===== src/rtl/layer00_conv_ctrl.sv =====
// layer00 3x3 conv sequencer: walks W x H pixels, nine taps each,
// zero-pads borders and emits MAC sideband aligned to buffer data.
module layer00_conv_ctrl #(
  parameter int IMG_W  = 16,
  parameter int IMG_H  = 16,
  parameter int ADDR_W = 9,
  parameter int RD_LAT = 1,
  localparam int RW = (IMG_H > 1) ? $clog2(IMG_H) : 1,
  localparam int CW = (IMG_W > 1) ? $clog2(IMG_W) : 1
) (
  input  logic              clk,
  input  logic              rstn,
  input  logic              iStart,
  input  logic              iStall,
  output logic              oBusy,
  output logic              oDone,
  output logic              oRdEn,
  output logic [ADDR_W-1:0] oRdAddr,
  output logic              oMacValid,
  output logic              oMacFirst,
  output logic              oMacLast,
  output logic              oMacPad,
  output logic [3:0]        oMacTap,
  output logic [RW-1:0]     oRow,
  output logic [CW-1:0]     oCol
);

  typedef enum logic [1:0] {
    S_IDLE,
    S_RUN,
    S_DRAIN,
    S_DONE
  } state_t;

  typedef struct packed {
    logic       valid;
    logic       first;
    logic       last;
    logic       pad;
    logic [3:0] tap;
  } sb_t;

  state_t            r_state;
  logic [RW-1:0]     r_row;
  logic [CW-1:0]     r_col;
  logic [3:0]        r_tap;
  logic [2:0]        r_cnt;
  logic              r_busy;
  logic              r_done;
  logic              r_rden;
  logic [ADDR_W-1:0] r_addr;
  sb_t               r_sb;
  sb_t               r_pipe [RD_LAT];

  int   w_ky;
  int   w_kx;
  int   w_yy;
  int   w_xx;
  int   w_lin;
  logic w_inb;
  logic w_end_tap;
  logic w_end_col;
  logic w_end_row;

  // signed int math so a -1 neighbour is caught as out of bounds
  always_comb begin
    w_ky = 0;
    if (r_tap >= 4'd6) begin
      w_ky = 2;
    end else if (r_tap >= 4'd3) begin
      w_ky = 1;
    end
    w_kx  = int'(r_tap) - 3 * w_ky;
    w_yy  = int'(r_row) + w_ky - 1;
    w_xx  = int'(r_col) + w_kx - 1;
    w_inb = (w_yy >= 0) && (w_yy < IMG_H) &&
            (w_xx >= 0) && (w_xx < IMG_W);
    w_lin = w_yy * IMG_W + w_xx;
    w_end_tap = (r_tap == 4'd8);
    w_end_col = (r_col == CW'(IMG_W - 1));
    w_end_row = (r_row == RW'(IMG_H - 1));
  end

  always_ff @(posedge clk or negedge rstn) begin
    if (!rstn) begin
      r_state <= S_IDLE;
      r_row   <= '0;
      r_col   <= '0;
      r_tap   <= '0;
      r_cnt   <= '0;
      r_busy  <= 1'b0;
      r_done  <= 1'b0;
      r_rden  <= 1'b0;
      r_addr  <= '0;
      r_sb    <= '0;
    end else begin
      r_rden <= 1'b0;
      r_sb   <= '0;
      r_done <= 1'b0;
      unique case (r_state)
        S_IDLE: begin
          if (iStart) begin
            r_state <= S_RUN;
            r_busy  <= 1'b1;
            r_row   <= '0;
            r_col   <= '0;
            r_tap   <= '0;
          end
        end
        S_RUN: begin
          if (!iStall) begin
            r_rden <= w_inb;
            r_addr <= w_inb ? ADDR_W'(w_lin) : '0;
            r_sb   <= '{valid: 1'b1,
                        first: (r_tap == 4'd0),
                        last:  w_end_tap,
                        pad:   !w_inb,
                        tap:   r_tap};
            if (!w_end_tap) begin
              r_tap <= r_tap + 4'd1;
            end else begin
              r_tap <= '0;
              if (!w_end_col) begin
                r_col <= r_col + 1'b1;
              end else begin
                r_col <= '0;
                if (!w_end_row) begin
                  r_row <= r_row + 1'b1;
                end else begin
                  r_row   <= '0;
                  r_cnt   <= '0;
                  r_state <= S_DRAIN;
                end
              end
            end
          end
        end
        S_DRAIN: begin
          if (r_cnt == 3'(RD_LAT)) begin
            r_state <= S_DONE;
            r_done  <= 1'b1;
          end else begin
            r_cnt <= r_cnt + 3'd1;
          end
        end
        S_DONE: begin
          r_state <= S_IDLE;
          r_busy  <= 1'b0;
        end
        default: r_state <= S_IDLE;
      endcase
    end
  end

  // free-running delay; stalls show up as bubbles, not holds
  always_ff @(posedge clk or negedge rstn) begin
    if (!rstn) begin
      for (int i = 0; i < RD_LAT; i++) begin
        r_pipe[i] <= '0;
      end
    end else begin
      r_pipe[0] <= r_sb;
      for (int i = 1; i < RD_LAT; i++) begin
        r_pipe[i] <= r_pipe[i-1];
      end
    end
  end

  assign oBusy     = r_busy;
  assign oDone     = r_done;
  assign oRdEn     = r_rden;
  assign oRdAddr   = r_addr;
  assign oMacValid = r_pipe[RD_LAT-1].valid;
  assign oMacFirst = r_pipe[RD_LAT-1].first;
  assign oMacLast  = r_pipe[RD_LAT-1].last;
  assign oMacPad   = r_pipe[RD_LAT-1].pad;
  assign oMacTap   = r_pipe[RD_LAT-1].tap;
  assign oRow      = r_row;
  assign oCol      = r_col;

endmodule


===== config.mk =====
export PLATFORM = sky130hd
export DESIGN_NAME = layer00_conv_ctrl
export DESIGN_NICKNAME = d
export VERILOG_FILES = /design/src/rtl/layer00_conv_ctrl.sv
export SDC_FILE = /design/constraint.sdc
export NUM_CORES = 1
export LEC_CHECK = 0
export ABC_AREA = 1
export BUFFER_PORTS_ARGS = -buffer_cell sky130_fd_sc_hd__buf_4
export CORE_ASPECT_RATIO = 2
export CORE_MARGIN = 5
export CORE_UTILIZATION = 63
export CTS_CLUSTER_SIZE = 25
export DETAILED_ROUTE_END_ITERATION = 6
export PLACE_DENSITY = 0.85
export SKIP_CTS_REPAIR_TIMING = 1
export SYNTH_ARGS = -nofsm -noshare
export SYNTH_HDL_FRONTEND = slang
export SYNTH_SLANG_ARGS = --single-unit

===== constraint.sdc =====
create_clock -name clk -period 6.35 [get_ports clk]
set_clock_uncertainty 0.15 [all_clocks]
set_input_delay 1.27 -clock clk [delete_from_list [all_inputs] [get_ports clk]]
set_output_delay 1.27 -clock clk [all_outputs]
set_load 0.1 [all_outputs]

== Word level (Yosys, flattened, before mapping) ==
Cells that the tools add are included.

* Equal/unequal tests: 14
* Multiply operators: 1
* Muxes and demuxes: 37
* Reductions and logical operators: 16
* Magnitude comparators: 6
* Add/subtract/negate cells: 10
* Bitwise gates (word level): 1

{| class="wikitable"
|+ Operators with widths
! operator !! count
|-
| 5-bit by 32-bit adder with 32-bit output || 2
|-
| 32-bit by 1-bit >= comparator with 1-bit output (second input constant) || 2
|-
| 32-bit by 6-bit less-than comparator with 1-bit output (second input constant) || 2
|-
| 32-bit by 2-bit subtractor with 32-bit output (second input constant) || 2
|-
| 4-bit two-way mux || 10
|-
| 3-bit by 32-bit multiplier with 32-bit output (first input constant) || 1
|-
| 32-bit two-way mux || 1
|-
| 5-bit by 32-bit subtractor with 32-bit output || 1
|-
| 4-bit case mux with 2 select lines || 3
|-
| 8-bit two-way mux || 2
|-
| 3-bit two-way mux || 5
|-
| 2-bit != test (second input constant) || 7
|-
| 4-bit by 1-bit adder with 4-bit output (second input constant) || 3
|-
| 4-bit equality test (second input constant) || 3
|-
| 2-bit two-way mux || 6
|-
| 6-bit AND reduction || 2
|-
| 9-bit adder || 1
|-
| 9-bit two-way mux || 1
|-
| 2-bit case mux with 4 select lines || 1
|-
| 1-bit two-way mux || 6
|-
| 3-bit case mux with 2 select lines || 1
|-
| 2-bit nonzero test || 3
|-
| 5-bit AND reduction || 1
|-
| 2-bit equality test (second input constant) || 2
|-
| other kinds (14) || 17
|}

* Word-level logic and storage cells: 104
* Input bits: 4
* Register bits after elaboration: 45
* Output and inout port bits: 28

== Depth between registers and ports, before layout ==
* Depth in word-level cells: 13
* Mapped depth: 23
* Gate-level depth less buffers: 23

== Worst setup path before layout ==
No wires, ideal clock.

* Kind: register to register
* From: register r_col[2], in the netlist oCol[2]
* To: register r_addr[8], in the netlist oRdAddr[8]
* Stages on the path, launching flop included: 19
* Path slack: 1.925 ns
* Period minus slack after synthesis: 4.425 ns
* Data arrival time: 4.155 ns
* Buffers on the path: 0
* Library setup time: 0.120 ns
* Cell sequence: dfrtp_1 inv_1 ha_1 ha_1 inv_1 fa_1 ha_1 nand2_1 nand2_1 a31o_2 fa_1 ha_1 fa_1 nand3_1 nand2_1 nand2_1 nand2_1 nand4_1 nand2_1

* Cells in the longest elaborated chain, start to end: 6

{| class="wikitable"
|+ Ends and longest elaborated chain
! what !! RTL line !! RTL
|-
| start: declaration || 45 || <nowiki>logic [CW-1:0] r_col;</nowiki>
|-
| start signal: assignment || 124 || <nowiki>r_col <= r_col + 1'b1;</nowiki>
|-
| 5-bit by 32-bit adder with 32-bit output * || 75 || <nowiki>w_xx = int'(r_col) + w_kx - 1;</nowiki>
|-
| 32-bit by 2-bit subtractor with 32-bit output * || 75 ||
|-
| 32-bit by 1-bit >= comparator with 1-bit output || 77 || <nowiki>(w_xx >= 0) && (w_xx < IMG_W);</nowiki>
|-
| 1-bit logical AND || 76 || <nowiki>w_inb = (w_yy >= 0) && (w_yy < IMG_H) &&</nowiki>
|-
| 1-bit logical AND || 77 ||
|-
| 9-bit two-way mux * || 113 || <nowiki>r_addr <= w_inb ? ADDR_W'(w_lin) : '0;</nowiki>
|-
| end signal: assignment || 113 ||
|-
| end: declaration || 51 || <nowiki>logic [ADDR_W-1:0] r_addr;</nowiki>
|}

Mark *: on every way between the ends. The rest lies on a longest branch, timed or not.
A chain may end at the register's enable or synchronous reset.

== Worst setup path in the final report ==
* From: register r_tap[0]
* To: register r_addr[8], in the netlist oRdAddr[8]

* Cells in the longest elaborated chain, start to end: 11

{| class="wikitable"
|+ Ends and longest elaborated chain
! what !! RTL line !! RTL
|-
| start: declaration || 46 || <nowiki>logic [3:0] r_tap;</nowiki>
|-
| start signal: assignment || 120 || <nowiki>r_tap <= r_tap + 4'd1;</nowiki>
|-
| 4-bit by 2-bit >= comparator with 1-bit output || 70 || <nowiki>end else if (r_tap >= 4'd3) begin</nowiki>
|-
| 1-bit two-way mux || 70 ||
|-
| 32-bit two-way mux || 68 || <nowiki>if (r_tap >= 4'd6) begin</nowiki>
|-
| 3-bit by 32-bit multiplier with 32-bit output || 73 || <nowiki>w_kx = int'(r_tap) - 3 * w_ky;</nowiki>
|-
| 5-bit by 32-bit subtractor with 32-bit output || 73 ||
|-
| 5-bit by 32-bit adder with 32-bit output || 75 ||
|-
| 32-bit by 2-bit subtractor with 32-bit output || 75 ||
|-
| 32-bit by 1-bit >= comparator with 1-bit output || 77 ||
|-
| 1-bit logical AND || 76 ||
|-
| 1-bit logical AND || 77 ||
|-
| 9-bit two-way mux * || 113 ||
|}

Marked as above.

==> reports/summary.txt <==
Max Cap Viol: 0
cell accounting for the most synthesized area: dfrtp_1
Clock transition at path regs: 0.09 ns
Post-synth EDFFs: 0
post-placement cell count: 401
Slew headroom: 62.2%
Slowest cell on crit path: fa_1
Core Region: 0.00430 sq mm
Synth Cell Area: 0.00278 sq mm
cell mode on critical path: nand2_1
final setup fails: 0
vias in the first global route: 2286
crit path time final: 4.53 ns
fin cells: 409
DR iter-0 viols: 45
Syn Area/Cell: 8.73 sq um
Die Y: 104 um
row cnt: 34
GR Overflow Total: 0
Final Wtd Congestion: 0.886
hold violation total from the final report: 0
Area contributors post-synth: dfrtp_1 41%, ha_1 16%, nand2_1 8.5%
FF+latch area: 0.00113 sq mm
top cells by count, synth: 63 x nand2_1, 59 x inv_1, 45 x dfrtp_1
Post-Syn Nets: 364
Cell variety after synth: 27
Worst Tran Pin Value: 0.568 ns
async set or reset register ratio after synthesis: 100%
Data arrival, critical path: 4.59 ns
Critical Path RT: 6.41 ns
First-pass DRT Iterations: 4
Crit Path Category: flip-flop to flip-flop
Root Driver: clkbuf_8
pin count of the biggest net entering global routing: 46
YS warnings: 0
detailed-route via count: 2139
CTS Buf Count: 5
n_diodes: 0
count leader, synth: nand2_1
status: finished clean
maximum clock rate: 221 MHz
die footprint: 0.00591 sq mm
Multi-input gate area: 0.00140 sq mm
Die W: 56.9 um
DP Wirelength: 4360 um
r2r setup slk: 1.82 ns
fin crit share: 71.4%
share of layout cells above drive strength 1: 14.1%
synthesis-stage register bit count: 45
worst hold path cell count: 0
Mapped Cells: 318
Hold EP: oMacValid
slowest stage delay, CP: 0.50 ns
worst min path class: flip-flop to flip-flop
Synth top area share: 40.6%
TritonCTS clock tree: yes
Clock Sinks: 45
first-pass GRT wire length: 9690 um
Ports: 32
Setup crit end kind: flip-flop
IO Port Bufs: 31
Remaining DRCs: 0
worst r2r src: r_tap[0]
clk_lat worst skew: 0.31 ns
synthesis-to-finish area growth: 13.7%
crit-path cells: inv_1, ha_1, nor2_1, a21oi_1, inv_1, nand2_1, fa_1, inv_1, fa_1, inv_1, ha_1, a31o_2, fa_1, ha_1, fa_1, nand3_1, nand2_1, nand2_1, nand2_1, nand4_1, nand2_1
fin nets: 400
R2R Path End: oRdAddr[8]
htree depth: 2
RSZ-0062 raised after global routing: no
CP startpoint kind: flip-flop
hold_ws: 0.205 ns
setup TNS: 0 ns
Worst R2R Path Depth: 21
DR vias/cell: 5.23
wire per inst: 13.4 um
Main synth FF type: dfrtp_1
Initial Util: 64.6%
WL final: 5490 um
Critical Path Fanout Max: 6
Routed Antenna Nets: 0
Fill cells: 327
gr usage total: 20.6%
critical hold path startpoint: r_sb[7]
Seq/Total Area, Yosys: 40.6%
initial antenna violation count: 0
Slew Limit Fails: 0
Max clock buf depth: 2
## through the flow
| step | utilization [%] | area (sq um) | setup slack, ns |
|---|---|---|---|
| 6_report | 73.4 | 3160 | 1.82 |
| 5_1_grt | 73.4 | 3160 | 1.54 |
| 4_1_cts | 73.4 | 3160 | 1.82 |
| 3_5_place_dp | 71.3 | 3060 | 1.83 |
| 3_3_place_gp | 71.3 | 3060 | 2.06 |
| 2_1_floorplan | - | 2780 | 1.93 |
## layout make-up
type	instances	area share, %
inverter	62	7.41
sequential	45	35.7
clock buffer	5	2.18
timing repair buffer	31	7.38
multi-input combinational	209	44.5
clock inverter	3	0.714
tap	54	2.14
## layer usage
metal	up-vias	global-route usage [%]	routed length, um
li1	1059	-	-
met4	0	12.9	297
met2	53	38.1	3130
met5	-	0	0
met3	27	3.35	207
met1	1000	20.1	1860
## layout by cell type (no fill, tap or decap)
cell type | netlist | routed
xor2_1 | 5 | 5
a21oi_1 | 6 | 6
nand4_1 | 5 | 5
nor3_1 | 1 | 1
clkbuf_8 | 0 | 5
dfrtp_1 | 45 | 45
nand2_4 | 2 | 2
nand3b_1 | 2 | 2
xnor2_1 | 3 | 3
o21ai_0 | 5 | 5
nand3_1 | 14 | 14
fa_1 | 7 | 7
nand3_4 | 1 | 1
inv_2 | 2 | 2
o21bai_1 | 8 | 8
a21oi_4 | 1 | 1
nor2_1 | 32 | 32
nor2_2 | 1 | 1
ha_1 | 35 | 35
buf_4 | 1 | 31
clkinv_2 | 1 | 1
inv_1 | 59 | 59
a31o_2 | 1 | 1
or2_2 | 1 | 1
o21ai_1 | 15 | 15
nand2_1 | 63 | 63
nand3_2 | 1 | 1
clkinvlp_4 | 0 | 3
## worst max-delay path, delay by kind of cell, from the launching register on
family                   cells  cell delay, ns
AO/OA/AOI/OAI                2            0.40
flip-flops                   1            0.39
AND/OR/NAND/NOR              8            0.60
buffers and inverters        4            0.36
adder cells (fa/ha/maj)      7            2.54
## sequential cells by signal, indices dropped and copies added, names as in the netlist, 2 cells and up
| signal | cells |
|---|---|
| oMacTap | 4 |
| r_sb | 8 |
| oRow | 4 |
| oCol | 4 |
| r_state | 2 |
| r_tap | 4 |
| oRdAddr | 9 |
| r_cnt | 3 |
## worst max path at each step
stage                             to  startpoint  slack [ns]
final                     oRdAddr[8]    r_tap[0]        1.82
after global routing      oRdAddr[8]    r_tap[0]        1.54
after CTS                 oRdAddr[8]    r_tap[0]        1.82
after detailed placement  oRdAddr[8]    r_tap[0]        1.83
after global placement    oRdAddr[8]    r_tap[0]        2.06
after floorplan           oRdAddr[8]     oCol[2]        1.93
## kinds of logic after synthesis
family	synth area share (%)
XOR/XNOR	2.52
AO/OA/AOI/OAI	7.75
AND/OR/NAND/NOR	19.5
adder cells (fa/ha/maj)	20.8
flip-flops	40.6
buffers and inverters	8.88
Power is not shown: default switching activity piles up to over one toggle a cycle in this logic, so the estimate is an artifact.
